**config.mk**
```make
export PLATFORM = sky130hd
export DESIGN_NAME = collision_sweep_ctrl
export DESIGN_NICKNAME = d
export VERILOG_FILES = /design/src/rtl/lbm_pkg.sv /design/src/rtl/addr_fifo.sv /design/src/rtl/collision_sweep_ctrl.sv
export SDC_FILE = /design/constraint.sdc
export NUM_CORES = 1
export LEC_CHECK = 0
export CAP_MARGIN = 20
export CORE_AREA = 4 4 213 215
export CTS_BUF_LIST = sky130_fd_sc_hd__clkbuf_4
export DETAILED_ROUTE_END_ITERATION = 16
export DIE_AREA = 0 0 217 219
export GPL_TIMING_DRIVEN = 0
export HOLD_SLACK_MARGIN = 0.08
export PLACE_DENSITY = 0.88
export SYNTH_ARGS = -nofsm -noshare
export SYNTH_HDL_FRONTEND = slang
export SYNTH_SLANG_ARGS = --single-unit
```
**constraint.sdc**
```tcl
create_clock -name clk_in -period 4.5 [get_ports clk_in]
set_input_delay 0.675 -clock clk_in [delete_from_list [all_inputs] [get_ports clk_in]]
set_output_delay 0.675 -clock clk_in [all_outputs]
set_load 0.01 [all_outputs]
```
**src/rtl/lbm_pkg.sv**
```systemverilog
// Shared lattice-Boltzmann types: cell density vector, lattice defaults and
// the sweep controller state encoding.
package lbm_pkg;
  localparam int NUM_DIRS       = 9;
  localparam int DENS_W         = 8;
  localparam int GRID_W_DEFAULT = 128;
  localparam int GRID_H_DEFAULT = 96;

  typedef logic [NUM_DIRS-1:0][DENS_W-1:0] cell_t;

  typedef enum logic [1:0] {
    S_IDLE,
    S_RUN,
    S_DRAIN,
    S_DONE
  } sweep_state_t;
endpackage

```
**src/rtl/addr_fifo.sv**
```systemverilog
// Synchronous FIFO holding cell addresses between BRAM read-out and the
// collision stage's write-back. DEPTH must be a power of two, >= 2.
module addr_fifo #(
  parameter int WIDTH = 8,
  parameter int DEPTH = 32
) (
  input  logic                     clk_in,
  input  logic                     rst_in,
  input  logic                     push,
  input  logic [WIDTH-1:0]         push_data,
  input  logic                     pop,
  output logic [WIDTH-1:0]         head,
  output logic [$clog2(DEPTH):0]   count,
  output logic                     empty,
  output logic                     full
);
  localparam int PW = $clog2(DEPTH);

  logic [WIDTH-1:0] mem [DEPTH];
  logic [PW-1:0]    wr_ptr;
  logic [PW-1:0]    rd_ptr;
  logic             do_push;
  logic             do_pop;

  assign empty   = (count == '0);
  assign full    = (count == (PW+1)'(DEPTH));
  assign do_pop  = pop && !empty;
  // a pop in the same cycle frees the slot, so a push into a full FIFO is legal then
  assign do_push = push && (!full || do_pop);
  assign head    = mem[rd_ptr];

  always_ff @(posedge clk_in) begin
    if (do_push) mem[wr_ptr] <= push_data;
  end

  always_ff @(posedge clk_in) begin
    if (rst_in) begin
      wr_ptr <= '0;
      rd_ptr <= '0;
      count  <= '0;
    end else begin
      if (do_push) wr_ptr <= wr_ptr + 1'b1;
      if (do_pop)  rd_ptr <= rd_ptr + 1'b1;
      if (do_push && !do_pop)      count <= count + 1'b1;
      else if (!do_push && do_pop) count <= count - 1'b1;
    end
  end
endmodule

```
**src/rtl/collision_sweep_ctrl.sv**
```systemverilog
// Sweeps every lattice cell: BRAM read -> collision stage -> BRAM write-back.
// Optional macro COLLISION_SWEEP_PERF_EN adds the sweep_cycles_out counter.
//
// state   | meaning
// IDLE    | waiting for start_in
// RUN     | issuing reads in ascending cell order, throttled by FIFO space
// DRAIN   | all reads issued; waiting for reads and collisions to retire
// DONE    | one-cycle end-of-sweep pulse
module collision_sweep_ctrl
  import lbm_pkg::*;
#(
  parameter  int GRID_W     = GRID_W_DEFAULT,
  parameter  int GRID_H     = GRID_H_DEFAULT,
  parameter  int RD_LAT     = 2,
  parameter  int FIFO_DEPTH = 32,
  localparam int N_CELLS    = GRID_W * GRID_H,
  localparam int ADDR_W     = $clog2(N_CELLS)
) (
  input  logic              clk_in,
  input  logic              rst_in,
  input  logic              start_in,
  output logic              busy_out,
  output logic              done_out,
  output logic              err_out,
  output logic [ADDR_W-1:0] bram_raddr_out,
  output logic              bram_ren_out,
  input  cell_t             bram_rdata_in,
  output cell_t             coll_data_out,
  output logic              coll_valid_out,
  input  cell_t             coll_data_in,
  input  logic              coll_done_in,
  output logic [ADDR_W-1:0] bram_waddr_out,
  output cell_t             bram_wdata_out,
  output logic              bram_we_out
`ifdef COLLISION_SWEEP_PERF_EN
  ,
  output logic [31:0]       sweep_cycles_out
`endif
);
  localparam int CW = $clog2(FIFO_DEPTH) + 1;

  sweep_state_t      state;
  sweep_state_t      state_nxt;
  logic [ADDR_W-1:0] rd_addr;
  logic [CW-1:0]     in_flight;
  logic [RD_LAT-1:0] dl_valid;
  logic [ADDR_W-1:0] dl_addr [RD_LAT];
  logic [CW-1:0]     fifo_count;
  logic              fifo_empty;
  logic              fifo_full;
  logic [ADDR_W-1:0] fifo_head;
  logic [CW:0]       pressure;
  logic              issue;
  logic              dl_out;
  logic              pop_ok;
  logic              accept;
  logic              armed;

  assign pressure = {1'b0, in_flight} + {1'b0, fifo_count};
  assign dl_out   = dl_valid[RD_LAT-1];
  assign pop_ok   = coll_done_in && !fifo_empty;
  assign accept   = (state == S_IDLE) && start_in;

  always_ff @(posedge clk_in) begin
    if (rst_in) state <= S_IDLE;
    else        state <= state_nxt;
  end

  always_comb begin
    state_nxt = state;
    issue     = 1'b0;
    case (state)
      S_IDLE:  if (start_in) state_nxt = S_RUN;
      S_RUN: begin
        issue = !fifo_full && (pressure < (CW+1)'(FIFO_DEPTH));
        if (issue && rd_addr == ADDR_W'(N_CELLS - 1)) state_nxt = S_DRAIN;
      end
      S_DRAIN: if (in_flight == '0 && fifo_empty) state_nxt = S_DONE;
      S_DONE:  state_nxt = S_IDLE;
      default: state_nxt = S_IDLE;
    endcase
  end

  assign bram_ren_out   = issue;
  assign bram_raddr_out = rd_addr;
  assign busy_out       = (state == S_RUN) || (state == S_DRAIN);
  assign done_out       = (state == S_DONE);
  assign coll_valid_out = dl_out;
  assign coll_data_out  = dl_out ? bram_rdata_in : '0;

  always_ff @(posedge clk_in) begin
    if (rst_in) begin
      rd_addr   <= '0;
      in_flight <= '0;
      dl_valid  <= '0;
    end else begin
      if (accept)     rd_addr <= '0;
      else if (issue) rd_addr <= rd_addr + 1'b1;
      if (issue && !dl_out)      in_flight <= in_flight + 1'b1;
      else if (!issue && dl_out) in_flight <= in_flight - 1'b1;
      dl_valid[0] <= issue;
      for (int i = 1; i < RD_LAT; i++) dl_valid[i] <= dl_valid[i-1];
    end
  end

  always_ff @(posedge clk_in) begin
    dl_addr[0] <= rd_addr;
    for (int i = 1; i < RD_LAT; i++) dl_addr[i] <= dl_addr[i-1];
  end

  addr_fifo #(
    .WIDTH (ADDR_W),
    .DEPTH (FIFO_DEPTH)
  ) u_addr_fifo (
    .clk_in    (clk_in),
    .rst_in    (rst_in),
    .push      (dl_out),
    .push_data (dl_addr[RD_LAT-1]),
    .pop       (pop_ok),
    .head      (fifo_head),
    .count     (fifo_count),
    .empty     (fifo_empty),
    .full      (fifo_full)
  );

  // armed keeps stale collision results after a reset from raising err_out
  always_ff @(posedge clk_in) begin
    if (rst_in) begin
      bram_we_out    <= 1'b0;
      bram_waddr_out <= '0;
      bram_wdata_out <= '0;
      err_out        <= 1'b0;
      armed          <= 1'b0;
    end else begin
      bram_we_out <= pop_ok;
      if (pop_ok) begin
        bram_waddr_out <= fifo_head;
        bram_wdata_out <= coll_data_in;
      end
      if (coll_done_in && fifo_empty && armed) err_out <= 1'b1;
      if (accept) armed <= 1'b1;
    end
  end

`ifdef COLLISION_SWEEP_PERF_EN
  logic [31:0] cyc_cnt;

  always_ff @(posedge clk_in) begin
    if (rst_in) begin
      cyc_cnt          <= '0;
      sweep_cycles_out <= '0;
    end else begin
      if (accept)        cyc_cnt <= '0;
      else if (busy_out) cyc_cnt <= cyc_cnt + 1'b1;
      if (state == S_DONE) sweep_cycles_out <= cyc_cnt;
    end
  end
`endif
endmodule

```
==> summary.md <==
| Metric | Value |
|---|---|
| Synth Instances | 1524 |
| Final core utilization | 68.7% |
| Leakage | 10.5 nW |
| Top cell type's share of synthesized area | 57.0% |
| Clock latency on the worst-skew pair | 0.84 ns |
| Maximum vdd drop | 260 uV |
| Total wire length | 74200 um |
| DRC viols | 0 |
| Multi-input gate area | 6470 um^2 |
| Hold_buf cts | 0 |
| Synth Net Count | 1700 |
| Hold Fails Final Rpt | 0 |
| Setup TNS | 0 ns |
| Post-synth top area cell | edfxtp_1 |
| Root buffer cell | clkbuf_4 |
| Filler cells | 2622 |
| Final antenna-violating net count | 0 |
| Worst path max stage delay | 0.60 ns |
| Clock Sinks | 605 |
| Syn Area/Cell | 15.5 um^2 |
| GP Congestion | 0.954 |
| Synth cell types | 65 |
| Share of cells above drive strength 1 | 19.1% |
| PD cells | 494 nW/um^2 |
| Worst Path Required | 3.83 ns |
| Slew Limit Fails | 0 |
| Number of synthesized flops with an enable pin | 448 |
| Register area | 16600 um^2 |
| Warnings from Yosys | 0 |
| Post-CTS setup buffer count | 0 |
| Minimum clock period | 4.01 ns |
| Hold WC Path Type | reg -> reg |
| Finished Layout Cells | 2736 |
| Routed vias/inst | 6.24 |
| Nets | 2215 |
| Clock transition at path regs | 0.07 ns |
| Remaining Overflow, GRT | 0 |
| First-pass GRT wire length | 107000 um |
| 1st-iter DRT viols | 2703 |
| Seq/Total Area, Yosys | 70.3% |
| Die Ht | 219 um |
| Largest net degree at the start of global routing | 33 |
| Cells along the critical path | ha_1 > a2111oi_2 > nand4_4 > inv_2 > buf_6 > clkdlybuf4s50_1 |
| Tcrit/Tclk final | 89.1% |
| Drt pass-1 iters | 9 |
| Crit path launch | u_addr_fifo.count[4]$_SDFFE_PP0P_ |
| CP Class | reg -> out |
| Async S/R FF share, synth | 0% |
| Port bufs | 324 |
| Crit-path max FO | 11 |
| Placed insts | 2480 |
| # setup viols final | 0 |
| Final HPWL DP | 48300 um |
| Initial core utilization | 54.0% |
| Synth Cell Area | 23600 um^2 |
| RSZ-0062 raised after global routing | no |
| Total power | 0.0148 W |
| Ports | 326 |
| Least-Margin Pin Slew | 0.929 ns |
| CP top delay family | buffers and inverters |
| Clock buffer depth | 3 |
| H-tree level count | 4 |
| HP Start | dl_addr[0][6]$_DFF_P_ |
| DIE WIDTH | 217 um |
| Post-CTS Resized | 0 |
| Seq cells post-synth | 605 |
| Most used flip-flop cell after synthesis | edfxtp_1 |
| Outcome | completed |
| Via count | 17100 |
| Commonest cells in the netlist | 448 x edfxtp_1, 183 x nand2_1, 157 x dfxtp_1 |
| Maxcap violations | 0 |
| Area grow syn2layout | 27.3% |
| CP bufs+invs | 3 |
| Top cells by area, synth | edfxtp_1 57%, dfxtp_1 13%, mux4_2 8.4% |
| WP data arrival | 3.33 ns |
| Slowest library cell on the worst path | a2111oi_2 |
| Cell row count | 77 |
| Core area | 43700 um^2 |
| DIE AREA | 47500 um^2 |
| Slew headroom | 38.1% |
| GR Util All Layers | 30.1% |
| Count leader, synth | edfxtp_1 |
| Crit end category | primary output |
| Clock skew | 0.0614 ns |
| WL per Instance | 27.1 um |
| Startpoint types | flip-flop |
| Critical R2R Launch | u_addr_fifo.count[4]$_SDFFE_PP0P_ |
| CTS tree | built |
| Antenna violations before repair | 3 |
| CTS Buf Count | 143 |
| Vias in the first global route | 17500 |
| Fmax achieved | 250 MHz |
## per-stage QoR
| stage | hold slack [ns] | instance area (um^2) | setup WS (ns) |
|---|---|---|---|
| floorplan | 0.310 | 23600 | 1.15 |
| global placement | 0.310 | 27600 | 0.527 |
| detailed placement | 0.313 | 28100 | 0.399 |
| CTS | 0.328 | 29900 | 0.496 |
| global route | 0.334 | 30100 | 0.285 |
| finish | 0.318 | 30100 | 0.493 |
## registers in the layout (all words and copies together) (netlist names)
name                cells
u_addr_fifo.mem       448
state                   2
bram_raddr_out         14
err_out                 1
dl_valid                2
u_addr_fifo.wr_ptr      5
armed                   1
u_addr_fifo.count       6
in_flight               6
dl_addr                28
u_addr_fifo.rd_ptr      5
bram_we_out             1
bram_wdata_out         72
bram_waddr_out         14
## power breakdown
group,switching (W),total [W],internal (W),leakage (nW)
sequential,0.000256,0.00647,0.00622,5.61
combinational,0.00220,0.00397,0.00177,3.86
clock,0.00216,0.00440,0.00224,1.07
total,0.00461,0.0148,0.0102,10.5
## layer usage
| layer | up-vias | part of all wire, % | wire length [um] | GRT usage, % |
|---|---|---|---|---|
| li1 | 6926 | - | - | - |
| met1 | 8276 | 32 | 24100 | 36.4 |
| met2 | 1519 | 49 | 36300 | 48.2 |
| met3 | 355 | 13 | 9590 | 10.0 |
| met4 | 0 | 5.8 | 4330 | 16.3 |
| met5 | - | 0 | 0 | 0 |
## worst reg2reg max path, stage by stage (launching register included)
cell       delay [ns]
dfxtp_1          0.50
ha_1             0.33
a2111oi_2        0.60
nand4_4          0.22
inv_2            0.14
buf_6            0.17
ha_1             0.31
inv_1            0.15
ha_1             0.34
nor2b_1          0.15
o21a_1           0.17
o21ai_0          0.16
or3b_2           0.47
a21oi_1          0.14
## cells in the final DEF (no fill, tap or decap), drive strengths merged, types with 11 or more instances in the layout
cell type,count
o22ai,13
buf,86
a21oi,104
and2,73
clkinv,27
a22oi,13
a22o,14
mux2i,60
nor2,68
ha,26
nand4,14
edfxtp,448
o221ai,12
mux4,88
a211oi,26
nand2,184
clkbuf,268
dfxtp,157
a211o,11
inv,19
clkdlybuf4s50,324
## path summary, 6_finish.rpt
| check | slack, ns | cells past startpoint | endpoint |
|---|---|---|---|
| setup / recovery | 0.49 | 6 | bram_ren_out |
| hold / removal | 0.32 | 0 | dl_addr[0][20]$_DFF_P_ |
| setup reg to reg | 0.57 | 13 | in_flight[4]$_SDFFE_PP0P_ |
| hold reg to reg | 0.32 | 0 | dl_addr[0][20]$_DFF_P_ |
## cells by family after synthesis
family | Yosys count | synth area share [%]
mux | 150 | 11.0
compound gates | 229 | 6.40
buf+inv | 109 | 2.31
flops | 605 | 70.3
xor+xnor | 16 | 0.593
simple gates | 387 | 7.85
fa+ha+maj | 28 | 1.55
## layout make-up
type	count	share of cell area [%]
Timing Repair Buffer	370	13.0
Inverter	17	0.212
Tap cell	592	2.46
Clock inverter	31	0.504
Clock buffer	216	5.39
Buffer	92	1.60
Multi-Input combinational cell	810	21.5
Sequential cell	605	55.2
Antenna cell	3	0.0250
Power figures use the tool's default switching activity.
